[src/rtl/aud_i2s_tx.sv]
// I2S-style mono DAC transmitter: sample FIFO, volume/mute on load, serialiser
// slaved to codec-supplied bclk/daclrck that are synchronised into i_clk.
module aud_i2s_tx #(
    parameter int FIFO_DEPTH = 4,
    parameter int UNDERRUN_W = 8
) (
    input  logic                  i_clk,
    input  logic                  i_rst,
    input  logic                  i_en,
    input  logic                  i_aud_bclk,
    input  logic                  i_aud_daclrck,
    input  logic [15:0]           i_data,
    input  logic                  i_valid,
    output logic                  o_ready,
    input  logic                  i_mute,
    input  logic [2:0]            i_vol,
    output logic                  o_aud_dacdat,
    output logic [UNDERRUN_W-1:0] o_underrun_cnt,
    output logic                  o_busy
);
    localparam int AW = $clog2(FIFO_DEPTH);
    localparam int CW = $clog2(FIFO_DEPTH + 1);

    typedef enum logic [1:0] {IDLE, WAIT_FRAME, SHIFT, HOLD} state_t;

    state_t                state_q, state_d;
    logic                  bclk_s1_q, bclk_s2_q, bclk_h_q;
    logic                  lr_s1_q, lr_s2_q, lr_h_q;
    logic [15:0]           mem_q [FIFO_DEPTH];
    logic [AW-1:0]         wr_q, rd_q;
    logic [CW-1:0]         cnt_q;
    logic [15:0]           sr_q, sr_d;
    logic [15:0]           latch_q, latch_d;
    logic [3:0]            bit_q, bit_d;
    logic                  dac_q, dac_d;
    logic [UNDERRUN_W-1:0] und_q;

    logic        bclk_fall, lr_fall, lr_rise, lr_edge;
    logic        full, empty, push, pop, und_inc, load;
    logic [15:0] sample, ld_val;

    // Edges compare the synchronised level against a one-cycle history.
    assign bclk_fall = bclk_h_q & ~bclk_s2_q;
    assign lr_fall   = lr_h_q & ~lr_s2_q;
    assign lr_rise   = ~lr_h_q & lr_s2_q;
    assign lr_edge   = lr_fall | lr_rise;

    assign full    = (cnt_q == CW'(FIFO_DEPTH));
    assign empty   = (cnt_q == '0);
    assign o_ready = ~full;
    assign push    = i_valid & ~full;

    always_comb begin
        state_d = state_q;
        sr_d    = sr_q;
        latch_d = latch_q;
        bit_d   = bit_q;
        dac_d   = dac_q;
        load    = 1'b0;
        pop     = 1'b0;
        und_inc = 1'b0;
        sample  = latch_q;
        ld_val  = '0;
        case (state_q)
            IDLE: begin
                dac_d = 1'b0;
                if (i_en) state_d = WAIT_FRAME;
            end
            WAIT_FRAME: begin
                dac_d = 1'b0;
                if (lr_edge && !i_en) state_d = IDLE;
                else if (lr_fall)     load    = 1'b1;
            end
            default: begin
                if (lr_edge) begin
                    if (!i_en) begin
                        state_d = IDLE;
                        dac_d   = 1'b0;
                    end else begin
                        load = 1'b1;
                    end
                end else if (state_q == SHIFT && bclk_fall) begin
                    if (bit_q == 4'd0) begin
                        state_d = HOLD;
                        dac_d   = 1'b0;
                    end else begin
                        sr_d  = sr_q << 1;
                        dac_d = sr_q[14];
                        bit_d = bit_q - 4'd1;
                    end
                end
            end
        endcase
        // Left loads pop (or starve to zero); right loads replay the latch.
        if (load) begin
            if (lr_fall) begin
                pop     = ~empty;
                und_inc = empty;
                sample  = empty ? 16'h0000 : mem_q[rd_q];
            end
            latch_d = sample;
            ld_val  = i_mute ? 16'h0000 : 16'($signed(sample) >>> i_vol);
            sr_d    = ld_val;
            bit_d   = 4'd15;
            dac_d   = ld_val[15];
            state_d = SHIFT;
        end
    end

    always_ff @(posedge i_clk) begin
        if (i_rst) begin
            state_q   <= IDLE;
            bclk_s1_q <= 1'b0;
            bclk_s2_q <= 1'b0;
            bclk_h_q  <= 1'b0;
            lr_s1_q   <= 1'b0;
            lr_s2_q   <= 1'b0;
            lr_h_q    <= 1'b0;
            wr_q      <= '0;
            rd_q      <= '0;
            cnt_q     <= '0;
            sr_q      <= '0;
            latch_q   <= '0;
            bit_q     <= '0;
            dac_q     <= 1'b0;
            und_q     <= '0;
        end else begin
            state_q   <= state_d;
            bclk_s1_q <= i_aud_bclk;
            bclk_s2_q <= bclk_s1_q;
            bclk_h_q  <= bclk_s2_q;
            lr_s1_q   <= i_aud_daclrck;
            lr_s2_q   <= lr_s1_q;
            lr_h_q    <= lr_s2_q;
            sr_q      <= sr_d;
            latch_q   <= latch_d;
            bit_q     <= bit_d;
            dac_q     <= dac_d;
            if (push) wr_q <= wr_q + 1'b1;
            if (pop)  rd_q <= rd_q + 1'b1;
            case ({push, pop})
                2'b10:   cnt_q <= cnt_q + 1'b1;
                2'b01:   cnt_q <= cnt_q - 1'b1;
                default: cnt_q <= cnt_q;
            endcase
            if (und_inc && und_q != '1) und_q <= und_q + 1'b1;
        end
    end

    always_ff @(posedge i_clk) begin
        if (push) mem_q[wr_q] <= i_data;
    end

    assign o_aud_dacdat   = dac_q;
    assign o_underrun_cnt = und_q;
    assign o_busy         = (state_q != IDLE);

endmodule

[config.mk]
export PLATFORM = sky130hd
export DESIGN_NAME = aud_i2s_tx
export DESIGN_NICKNAME = d
export VERILOG_FILES = /design/src/rtl/aud_i2s_tx.sv
export SDC_FILE = /design/constraint.sdc
export NUM_CORES = 1
export LEC_CHECK = 0
export ABC_AREA = 1
export BUFFER_PORTS_ARGS = -buffer_cell sky130_fd_sc_hd__buf_2
export CORE_ASPECT_RATIO = 1.2
export CORE_MARGIN = 2
export CORE_UTILIZATION = 60
export DETAILED_ROUTE_END_ITERATION = 7
export PLACE_DENSITY_LB_ADDON = 0.08
export SLEW_MARGIN = 20
export SYNTH_ARGS = -nofsm -noshare
export SYNTH_HDL_FRONTEND = slang
export SYNTH_SLANG_ARGS = --single-unit
[constraint.sdc]
create_clock -name i_clk -period 5.2 [get_ports i_clk]
set_clock_uncertainty 0.1 [all_clocks]
set_input_delay 0.26 -clock i_clk [delete_from_list [all_inputs] [get_ports i_clk]]
set_output_delay 0.26 -clock i_clk [all_outputs]
set_load 0.05 [all_outputs]
After elaboration in Yosys (flattened, before gate mapping):

Memories as Yosys holds them, arrays and structs flattened. A register that Yosys moved wholly into a read port is not among the register bits.
Cells that the tools add are included.

* reduce and logical (&&, ||, !) cells: 21
* $lt $le $gt $ge: 0
* bitwise logic cells: 10
* equality and inequality tests: 16
* multiplexer cells: 42
* multiply operators: 0
* div/mod/pow operators: 0
* shift operators: 1
* $add $sub $neg: 6

Operators by type and width (number)
* $mux 15: 5
* $mux 16: 4
* $mux 4: 5
* $mux 2: 9
* $mux 1: 16
* $sshr 16x3->16: 1
* $reduce_bool 4->1: 3
* $reduce_and 5->1: 2
* $reduce_bool 5->1: 2
* $add 8x1->8 const B: 1
* $ne 8x8->1 const B: 1
* $ne 2x2->1 const B: 3
* $ne 3x3->1 const B: 2
* $pmux 3 s2: 1
* $reduce_bool 2->1: 3
* $ne 5x2->1 const B: 1
* $not 1->1: 5
* $add 2x1->2 const B: 2
* $and 1x1->1: 4
* $eq 2x1->1 const B: 2
* $eq 2x2->1 const B: 2
* $logic_not 4->1: 1
* $ne 2x1->1 const B: 2
* $ne 4x2->1 const B: 1
* other kinds (15): 18

* memories: 1
* output and inout bits: 11
* bits in latches: 0
* bits of input ports: 26
* register bits after elaboration: 59
* memory bits (read-only): 0
* word-level logic and storage cells: 113
* RAM bits: 64

Memories
* mem_q: depth 4, bits a word 16, rd ports 1, clocked after memory_dff 1, wr ports 1, RTL line 29 `logic [15:0] mem_q [FIFO_DEPTH];`

Logic depth before layout (Yosys ltp):

Gate-level depths: netlist of run 1.

* word-level depth: 10
* gate-level depth with buffers: 15
* depth with buffers taken out: 14

Worst setup path before layout of run 1:

OpenSTA, ideal clock, no wires.

* path kind: register -> register
* start: reg cnt_q[0]
* end: reg cnt_q[2]
* period minus slack after synthesis: 2.396 ns
* cell stages (with the launch flop): 11
* slack: 2.804 ns
* required time: 4.978 ns
* data arrival time: 2.174 ns
* buffers on the path: 0
* library setup time: 0.122 ns
* cell sequence: dfxtp_1 > nor2_1 > nand2_1 > nand2_1 > ha_1 > inv_1 > fa_1 > a21oi_1 > o21ai_0 > o21ai_0 > a21oi_1

* elaborated cells between the ends (all ways): 13
* those cells by class: add/sub: 2; eq/ne: 3; mux: 3; bitwise: 3; reduce/logical: 2

RTL lines
* start, declared: RTL line 31 `logic [CW-1:0] cnt_q;`
* start signal, assigned: RTL line 142 `2'b10: cnt_q <= cnt_q + 1'b1;`
* start signal, assigned: RTL line 143 `2'b01: cnt_q <= cnt_q - 1'b1;`
* start signal, assigned: RTL line 144 `default: cnt_q <= cnt_q;`
* $eq 3x3->1 *: RTL line 48 `assign full = (cnt_q == CW'(FIFO_DEPTH));`
* $not 1->1 *
* named net o_ready: RTL line 14 `output logic o_ready,`
* $and 1x1->1 *: RTL line 51 `assign push = i_valid & ~full;`
* $eq 2x1->1 or $eq 2x2->1 (tied branches): RTL line 141 `case ({push, pop})`
* $pmux 3 s2 or $reduce_bool 2->1 (tied branches)

Mark *: on every way through the listed nets, which the timed path passes. The rest lies on a longest branch.
A chain may end at the register's enable or synchronous reset.

Worst setup path after layout of run 1:

* start: reg lr_s2_q
* end: reg cnt_q[2]

* cells in the longest elaborated chain, start to end: 9
* elaborated cells between the ends (all ways): 15
* those cells by class: eq/ne: 2; mux: 7; bitwise: 4; reduce/logical: 2

Ends and longest elaborated chain
* start, declared: RTL line 28 `logic lr_s1_q, lr_s2_q, lr_h_q;`
* start signal, assigned: RTL line 133 `lr_s2_q <= lr_s1_q;`
* $not 1->1: RTL line 44 `assign lr_fall = lr_h_q & ~lr_s2_q;`
* $and 1x1->1: RTL line 44
* $or 1x1->1: RTL line 46 `assign lr_edge = lr_fall | lr_rise;`
* $logic_and 1x1->1: RTL line 71 `if (lr_edge && !i_en) state_d = IDLE;`
* $mux 1: RTL line 71
* $pmux 1 s2: RTL line 64 `case (state_q)`
* $mux 1 *: RTL line 95 `if (load) begin`
* named net pop: RTL line 39 `logic full, empty, push, pop, und_inc, load;`
* $eq 2x1->1 or $eq 2x2->1 (tied branches): RTL line 141
* $pmux 3 s2 or $reduce_bool 2->1 (tied branches)

Marks and branches as above.

==> impl_metrics.py, run 1 <==
metrics = {
    "setup_path": {
        "required_ps": 5390,
        "crit_fanout": 17,
        "path_class": "reg -> reg",
        "critPathCaptureType": "register",
        "cp-start-kind": "register",
        "cp.arrival_ps": 3110,
    },
    "cts": {
        "cts-resized-gates": 0,
        "clockBufferDepth": 2,
        "clockRootBuffer": "clkbuf_16",
        "cts_tree": "yes",
        "clk_pin_slew_worst_paths_ps": 60,
        "clk_latency_ps": 410,
        "cts_buffers": 17,
        "htree_levels": 4,
        "cts_sinks": 125,
    },
    "sta": {
        "hold_viol": 0,
        "finalSetupViolCount": 0,
        "finalCritPeriodShare_pct": 56.20,
        "fin_setup_tns_ps": 0,
        "setup_slack_ps": 2278,
        "period_needed_ps": 2922,
        "grt_setup_unrepaired": "false",
        "timing.hold.ws_ps": 79.90,
        "worst_slew_pin_slew_ps": 969.2,
        "slew_headroom_pct": 35.31,
        "fmax_ghz": 0.3422,
        "drv_slew": 0,
    },
    "pwr": {
        "p_total_mw": 2.435,
        "leakagePower_nw": 2.784,
        "p_per_area_nw_per_um2": 360.9,
        "vdd_drop_max_mv": 0.2619,
    },
    "placement": {
        "place_ws_ps": 2294,
        "gp_congestion": 0.8735,
        "placement.cell_area_sq_um": 5954,
        "dp_hpwl_um": 7817,
        "port_buffers": 36,
    },
    "yosys": {
        "synth_cells": 669,
        "synth_nets": 704,
        "synth_area_per_cell_sq_um": 8.581,
        "synth-xor-area-share_pct": 0,
        "synthAdderAreaFrac_pct": 2.092,
        "ys_top_cells_by_count": "165 x nand2_1, 115 x nand3_1, 64 x edfxtp_1",
        "synth_simple_gate_area_share_pct": 25.87,
        "synth_most_common_cell": "nand2_1",
        "synthFlopType": "edfxtp_1",
        "synth_top_cell_by_area": "edfxtp_1",
        "ys_ff_latch": 125,
        "yosys-top-cells-area": "edfxtp_1 33%, dfxtp_1 21%, nand2_1 11%",
        "synth_seq_area_share_pct": 54.75,
        "yosys.cell_types.count": 32,
        "netlist_area_sq_um": 5741,
        "synth_warnings": 0,
        "synth_mux_area_share_pct": 0,
        "ys_async_sr_fraction_pct": 0,
        "synth_edf_count": 64,
        "synth_compound_area_share_pct": 10.18,
        "synth_top_family_by_area": "simple AND/OR/NAND/NOR gates",
        "synth_top_area_share_pct": 33.48,
    },
    "detailed_routing": {
        "drt_first_pass_iters": 5,
        "dr_total_vias": 4714,
        "vias_per_cell": 5.552,
        "drc_errors": 0,
        "drtIter0Drc": 394,
        "wl_um": 12390,
        "wl_per_cell_um": 14.60,
        "antenna_left": 0,
    },
    "cells_and_area": {
        "areaGrowthSynthToFinish_pct": 17.55,
        "drive_gt1_share_pct": 13.22,
        "diodes": 0,
        "nets": 748,
        "fin_area_sq_um": 6748,
    },
    "floorplan": {
        "start_util_pct": 60.95,
        "core_area_sq_um": 9418,
        "die_area_sq_um": 10370,
        "die_h_um": 111.2,
        "ios": 37,
        "placementRows": 39,
        "die_w_um": 93.29,
    },
    "grt": {
        "overflow": 0,
        "track_usage_pct": 26.08,
        "grt_first_pass_wirelength_um": 21340,
        "grt_max_degree": 43,
        "grt_pass1_vias": 4659,
        "antenna_found_initial": 0,
    },
    "job": {
        "drv_cap": 0,
    },
    "status": {
        "status": "finished, final reports clean",
    },
    "worst_hold_path": {
        "hold_path_class": "in -> reg",
    },
}
-- critical path, cell delays in order (launching register included) --
cell     delay, ps
dfxtp_1        290
inv_1           70
ha_1           270
inv_2          190
a21oi_4        490
nand2_1        100
inv_1          160
ha_1           170
inv_1           70
fa_1           390
a21oi_1        170
o21ai_0        130
o21ai_0        160
a21oi_1         50
-- area by class of cell --
class	count	area [sq um]
flip-flops and latches	125	3143
fillers	733	2670
multi-input cells	444	2200
clock buffers	17	425.4
repair buffers	57	382.9
inverters	68	255.2
clock inverters	15	187.7
well taps	123	153.9
-- cells by family (layout without fill, tap and decap cells) --
family                     after synthesis  after routing
buffers and inverters                  100            157
DFF                                    125            125
adders and majority gates                9              9
and+or+nand+nor                        328            328
AOI/OAI and AO/OA                      107            107
-- cell usage in the layout (no fill, tap or decap), types with 2 or more instances in the layout --
master,n
nand2_1,165
nand3_1,115
edfxtp_1,64
inv_1,63
dfxtp_1,61
o21ai_0,60
buf_2,36
a21oi_1,25
nor2_1,22
dlygate4sd3_1,18
clkbuf_16,17
a31oi_1,16
ha_1,8
nand3_2,7
nor2_2,6
inv_2,5
inv_6,4
nand4_1,3
nor2_4,3
nor3_1,3
bufinv_16,3
clkinv_4,3
buf_4,3
clkinvlp_4,2
-- layer usage --
layer / up-vias / global-route usage, % / share of wire (%)
met2: 145 / 43.50 / 51
met4: 0 / 8.922 / 1.3
li1: 2352 / - / -
met3: 14 / 6.730 / 4.7
met1: 2203 / 32.78 / 43
met5: - / 0 / 0
-- power by group --
group / total [mW] / internal, mW / switching, mW
combinational: 0.142 / 0.0482 / 0.0938
sequential: 1.08 / 1.07 / 0.0117
clock: 1.21 / 0.762 / 0.449
total: 2.44 / 1.88 / 0.554
-- through the flow --
step | instances | util (%)
3_3_place_gp | 799 | 63.23
2_1_floorplan | 669 | -
3_5_place_dp | 799 | 63.23
4_1_cts | 849 | 71.65
6_report | 849 | 71.65
5_1_grt | 849 | 71.65
-- flip-flops by register name (all words and copies together), names as in the netlist, 2 cells and up, named ones only --
name and count:
o_underrun_cnt 8, mem_q 64, latch_q 16, wr_q 2
rd_q 2, sr_q 15, bit_q 4, state_q 2
cnt_q 3
-- repair_timing --
item	4_1_cts	5_1_grt
endpoints found under the hold margin	66	0
hold buffers	18	0
setup buffers	0	0
-- worst paths after layout --
path	slack, ps	startpoint	cells after the start	endpoint
max	2280	lr_s2_q$_SDFF_PP0_	13	cnt_q[2]$_SDFFE_PP0P_
min	80	i_rst	2	bclk_s1_q$_SDFF_PP0_
max reg2reg	2280	lr_s2_q$_SDFF_PP0_	13	cnt_q[2]$_SDFFE_PP0P_
min reg2reg	310	bclk_s1_q$_SDFF_PP0_	2	bclk_s2_q$_SDFF_PP0_
No activity file was read; power rests on OpenSTA's default activity.
==> inputs of run 2 (changes only) <==
Clock period 5.2 ns to 2.85 ns, I/O delays scaled along.
==> run 2 against run 1 <==
Cell count increased by 1.2%. Core utilization grew 0.36 points. Clock power is 71% higher. Sequential share of layout area decreased by 0.23 points. Count of clock-buffer cells in the layout up 1. Worst hold slack lost 64 ps. Global-route usage down 0.58 points. Die area is the same. Flip-flop and latch count stayed put. Highest routed layer unchanged.
==> impl_metrics.py, run 2 (same netlist as run 1, synthesis figures left out) <==
metrics = {
    "pwr": {
        "vdd_drop_max_mv": 0.5492,
        "intPower_mw": 3.332,
        "switchingPower_mw": 0.9806,
        "switching_share_pct": 22.74,
        "seq_power_share_pct": 45.8,
        "p_per_area_nw_per_um2": 635.9,
        "leakagePower_nw": 2.816,
        "clockPowerShare_pct": 48.1,
        "combPwrFrac_pct": 6.1,
    },
    "cts": {
        "cts_tree": "yes",
        "clockBufferDepth": 2,
        "htree_levels": 4,
        "cts_buffers": 17,
        "clk_pin_slew_worst_paths_ps": 50,
        "clk_latency_ps": 420,
        "cts_setup_buffers": 0,
        "cts_sinks": 125,
        "clockRootBuffer": "clkbuf_16",
    },
    "placement": {
        "gp_congestion": 0.8842,
        "port_buffers": 36,
        "place_ws_ps": 408.3,
        "dp_cells": 806,
        "dp_hpwl_um": 7712,
        "placement.cell_area_sq_um": 5997,
    },
    "detailed_routing": {
        "dr_total_vias": 4727,
        "drtIter0Drc": 264,
        "drc_errors": 0,
        "vias_per_cell": 5.503,
        "wl_um": 12230,
        "drt_first_pass_iters": 4,
        "wl_per_cell_um": 14.24,
        "antenna_left": 0,
    },
    "sta": {
        "finalSetupViolCount": 0,
        "period_needed_ps": 2476,
        "fmax_ghz": 0.4038,
        "worst_slew_pin_slew_ps": 763.1,
        "grt_setup_unrepaired": "false",
        "finalCritPeriodShare_pct": 86.89,
        "drv_slew": 0,
        "slew_headroom_pct": 49.07,
        "setup_slack_ps": 373.5,
        "hold_viol": 0,
        "fin_setup_tns_ps": 0,
    },
    "cells_and_area": {
        "layout_common_cells": "165 x nand2_1, 115 x nand3_1, 64 x edfxtp_1",
        "nets": 758,
        "reg_top3": "mem_q: 64 flops, latch_q: 16 flops, sr_q: 15 flops",
        "diodes": 0,
        "top_register": "mem_q",
        "areaGrowthSynthToFinish_pct": 18.13,
        "instances_no_fill": 859,
        "largest_reg_flops": 64,
        "fin_area_sq_um": 6782,
        "drive_gt1_share_pct": 13.32,
        "layout_commonest_cell": "nand2_1",
    },
    "grt": {
        "grt_pass1_vias": 4554,
        "track_usage_pct": 25.51,
        "overflow": 0,
        "grt_first_pass_wirelength_um": 20760,
        "antenna_found_initial": 0,
        "grt_max_degree": 38,
    },
    "floorplan": {
        "die_h_um": 111.2,
        "ios": 37,
        "placementRows": 39,
        "die_w_um": 93.29,
        "die_area_sq_um": 10370,
        "start_util_pct": 60.95,
        "core_area_sq_um": 9418,
    },
    "setup_path": {
        "worstPathCellList": "inv_1 > ha_1 > nor2_1 > nand2_1 > nand2_1 > buf_4 > inv_2 > or2_4 > nor2_4 > nand3_1 > nand3_1 > nand2_1 > inv_1",
        "critPathMaxStageDelay_ps": 350,
        "cp-start-kind": "register",
        "crit_path_top_delay_cell": "buf_4",
        "critPathCaptureType": "register",
        "cp.arrival_ps": 2740,
        "cp_common_cell": "nand2_1",
        "required_ps": 3110,
        "path_class": "reg -> reg",
        "crit_fanout": 37,
    },
    "worst_hold_path": {
        "hold_path_class": "in -> reg",
    },
    "job": {
        "drv_cap": 0,
    },
    "status": {
        "status": "finished, final reports clean",
    },
}
## run 2: changes by cell type in the layout (fill, tap and decap cells not counted), sizes merged
cell         delta
buf             +7
dlygate4sd3     +3
inv             -3
clkinv          +2
bufinv          -1
clkbuf          +1
clkinvlp        +1
## run 2: layout make-up
| class | count | area, sq um |
|---|---|---|
| sequential | 125 | 3143 |
| fill | 716 | 2636 |
| multi-input combinational | 444 | 2190 |
| timing repair buffer | 67 | 465.4 |
| clock buffer | 18 | 429.2 |
| inverter | 68 | 255.2 |
| tap | 123 | 153.9 |
| clock inverter | 14 | 145.1 |
## run 2: worst paths after layout
path                                               to  slack [ps]  cells past startpoint                  from
worst min register to register   bclk_s2_q$_SDFF_PP0_         310                      2  bclk_s1_q$_SDFF_PP0_
worst min-delay path            sr_q[13]$_SDFFE_PP0P_          20                      4              i_vol[2]
worst max register to register   sr_q[0]$_SDFFE_PP0P_         370                     13    lr_s2_q$_SDFF_PP0_
worst max-delay path             sr_q[0]$_SDFFE_PP0P_         370                     13    lr_s2_q$_SDFF_PP0_
## run 2: per-stage QoR
stage,hold WS [ps],total power [mW],util (%)
after floorplan,141.4,2.171,-
after global placement,251.0,2.242,63.68
after detailed placement,250.7,2.251,63.68
after CTS,9.913,4.326,72.01
after global routing,46.91,4.447,72.01
final,16.24,4.312,72.01
## run 2: power by group through the flow
stage	Clock [mW]	Sequential [mW]	Combinational (mW)
floorplan	0	2.01	0.165
global placement	0	2.01	0.234
detailed placement	0	2.01	0.240
CTS	2.09	1.97	0.264
global route	2.17	1.98	0.299
finish	2.07	1.97	0.265
## run 2: what timing repair did
action                                 4_1_cts  5_1_grt
resized for setup                            0        0
hold buffers                                21        0
endpoints found under the hold margin       74        0
## run 2: per-layer routing
layer | routed length, um | vias up | GRT usage [%] | part of all wire (%)
met5 | 0 | - | 0 | 0
met1 | 5276 | 2203 | 31.80 | 43
met3 | 527 | 20 | 5.642 | 4.3
met4 | 248 | 0 | 9.706 | 2.0
li1 | - | 2374 | - | -
met2 | 6177 | 130 | 42.97 | 51
## run 2: worst max-delay path, delay by kind of cell (launching register included)
| kind | cells | cell delay [ps] |
|---|---|---|
| and+or+nand+nor | 8 | 1030 |
| buffers and inverters | 4 | 680 |
| adders and majority gates | 1 | 320 |
| DFF | 1 | 300 |
==> inputs of run 3 (changes only) <==
Settings changed: CTS_BUF_LIST set to sky130_fd_sc_hd__clkbuf_4 sky130_fd_sc_hd__clkbuf_8 sky130_fd_sc_hd__clkbuf_16.
==> run 3 against run 2 <==
Total power hardly changed. Combinational power hardly changed. Global-route usage is 0.057 points higher. Via count is 0.44% lower. Register-to-register slack hardly changed. Worst hold slack better by 5.8 ps. Clock power hardly changed. Core utilization hardly changed. Critical endpoint unchanged. Highest routed layer unchanged.
==> impl_metrics.py, run 3 (same netlist as run 1, synthesis figures left out) <==
metrics = {
    "sta": {
        "fmax_ghz": 0.4036,
        "fin_setup_tns_ps": 0,
        "period_needed_ps": 2478,
        "finalSetupViolCount": 0,
        "slew_headroom_pct": 49.12,
        "grt_setup_unrepaired": "false",
        "hold_viol": 0,
        "finalCritPeriodShare_pct": 86.94,
        "drv_slew": 0,
        "worst_slew_pin_slew_ps": 762.3,
    },
    "setup_path": {
        "cp.arrival_ps": 2730,
        "cp-start-kind": "register",
        "r2r_end": "sr_q[0]$_SDFFE_PP0P_",
        "crit_fanout": 37,
        "r2r_setup_slack_ps": 370,
        "crit_path_top_delay_cell": "buf_4",
        "critPathMaxStageDelay_ps": 350,
        "reg2reg_depth": 13,
        "cp_common_cell": "nand2_1",
        "r2r_start": "lr_s2_q$_SDFF_PP0_",
        "worstPathCellList": "inv_1 > ha_1 > nor2_1 > nand2_1 > nand2_1 > buf_4 > inv_2 > or2_4 > nor2_4 > nand3_1 > nand3_1 > nand2_1 > inv_1",
        "critPathCaptureType": "register",
        "required_ps": 3100,
        "path_class": "reg -> reg",
    },
    "worst_hold_path": {
        "hold_start": "i_vol[2]",
        "worstHoldEndpoint": "sr_q[13]$_SDFFE_PP0P_",
        "min_path_cells": 4,
        "hold_path_class": "in -> reg",
    },
    "floorplan": {
        "ios": 37,
        "die_h_um": 111.2,
        "placementRows": 39,
        "die_area_sq_um": 10370,
        "core_area_sq_um": 9418,
        "die_w_um": 93.29,
        "start_util_pct": 60.95,
    },
    "detailed_routing": {
        "drtIter0Drc": 277,
        "drt_first_pass_iters": 5,
        "wl_um": 12210,
        "vias_per_cell": 5.478,
        "antenna_left": 0,
        "wl_per_cell_um": 14.22,
        "dr_total_vias": 4706,
        "drc_errors": 0,
    },
    "cells_and_area": {
        "top_register": "mem_q",
        "layout_common_cells": "165 x nand2_1, 115 x nand3_1, 64 x edfxtp_1",
        "layout_commonest_cell": "nand2_1",
        "drive_gt1_share_pct": 13.45,
        "largest_reg_flops": 64,
        "reg_top3": "mem_q: 64 flops, latch_q: 16 flops, sr_q: 15 flops",
        "nets": 758,
        "areaGrowthSynthToFinish_pct": 18.20,
        "utilization_pct": 72.05,
        "instances_no_fill": 859,
        "diodes": 0,
    },
    "cts": {
        "clockBufferDepth": 2,
        "cts_buffers": 17,
        "cts_setup_buffers": 0,
        "clk_latency_ps": 410,
        "clockRootBuffer": "clkbuf_16",
        "htree_levels": 4,
        "cts_tree": "yes",
        "cts_sinks": 125,
        "clk_pin_slew_worst_paths_ps": 50,
    },
    "grt": {
        "grt_max_degree": 38,
        "grt_pass1_vias": 4561,
        "track_usage_pct": 25.56,
        "grt_first_pass_wirelength_um": 20800,
        "antenna_found_initial": 0,
        "overflow": 0,
    },
    "status": {
        "status": "finished, final reports clean",
    },
    "pwr": {
        "vdd_drop_max_mv": 0.5497,
        "p_total_mw": 4.315,
        "leakagePower_nw": 2.820,
        "p_per_area_nw_per_um2": 635.9,
    },
    "job": {
        "drv_cap": 0,
    },
    "placement": {
        "gp_congestion": 0.8842,
        "dp_cells": 806,
        "port_buffers": 36,
        "dp_hpwl_um": 7712,
    },
}
[run 3: how the worst max path moves through the flow]
stage / from / endpoint / slack (ps)
2_1_floorplan: cnt_q[0]$_SDFFE_PP0P_ / cnt_q[2]$_SDFFE_PP0P_ / 450
3_3_place_gp: lr_s2_q$_SDFF_PP0_ / sr_q[0]$_SDFFE_PP0P_ / 470
3_5_place_dp: lr_s2_q$_SDFF_PP0_ / sr_q[2]$_SDFFE_PP0P_ / 410
4_1_cts: lr_s2_q$_SDFF_PP0_ / sr_q[2]$_SDFFE_PP0P_ / 390
5_1_grt: lr_s2_q$_SDFF_PP0_ / sr_q[2]$_SDFFE_PP0P_ / 160
6_report: lr_s2_q$_SDFF_PP0_ / sr_q[0]$_SDFFE_PP0P_ / 370
[run 3: stage by stage]
stage / hold WS, ps / area (sq um) / setup slack [ps]
6_report: 22.06 / 6785 / 372.3
5_1_grt: 46.91 / 6785 / 161.3
4_1_cts: 9.913 / 6785 / 392.0
3_5_place_dp: 250.7 / 5997 / 408.3
3_3_place_gp: 251.0 / 5997 / 467.4
2_1_floorplan: 141.4 / 5741 / 454.0
[run 3: layout make-up]
class,instances,area [sq um]
well taps,123,153.9
clock buffers,18,432.9
repair buffers,67,465.4
flip-flops and latches,125,3143
fillers,717,2633
clock inverters,14,145.1
multi-input cells,444,2190
inverters,68,255.2
[run 3: metal layers]
| metal | track usage [%] | part of all wire, % |
|---|---|---|
| met1 | 31.89 | 43 |
| met2 | 43.07 | 51 |
| met3 | 5.642 | 4.2 |
| met4 | 9.706 | 1.8 |
| met5 | 0 | 0 |
[run 3: where the power goes]
part | switching, mW | internal, mW
logic | 0.170 | 0.0944
registers | 0.0206 | 1.95
clock network | 0.782 | 1.29
total | 0.973 | 3.34
[run 3: critical path: cells and delay by family, from the launching register on]
kind / cells / cell delay (ps)
adder cells (fa/ha/maj): 1 / 320
buffers and inverters: 4 / 680
flip-flops: 1 / 300
AND/OR/NAND/NOR: 8 / 1030
[run 3: repair_timing]
item / CTS / global route
resized for setup: 0 / 0
endpoints found under the hold margin: 74 / 0
setup endpoints to repair: 0 / 0
hold buffers: 21 / 0
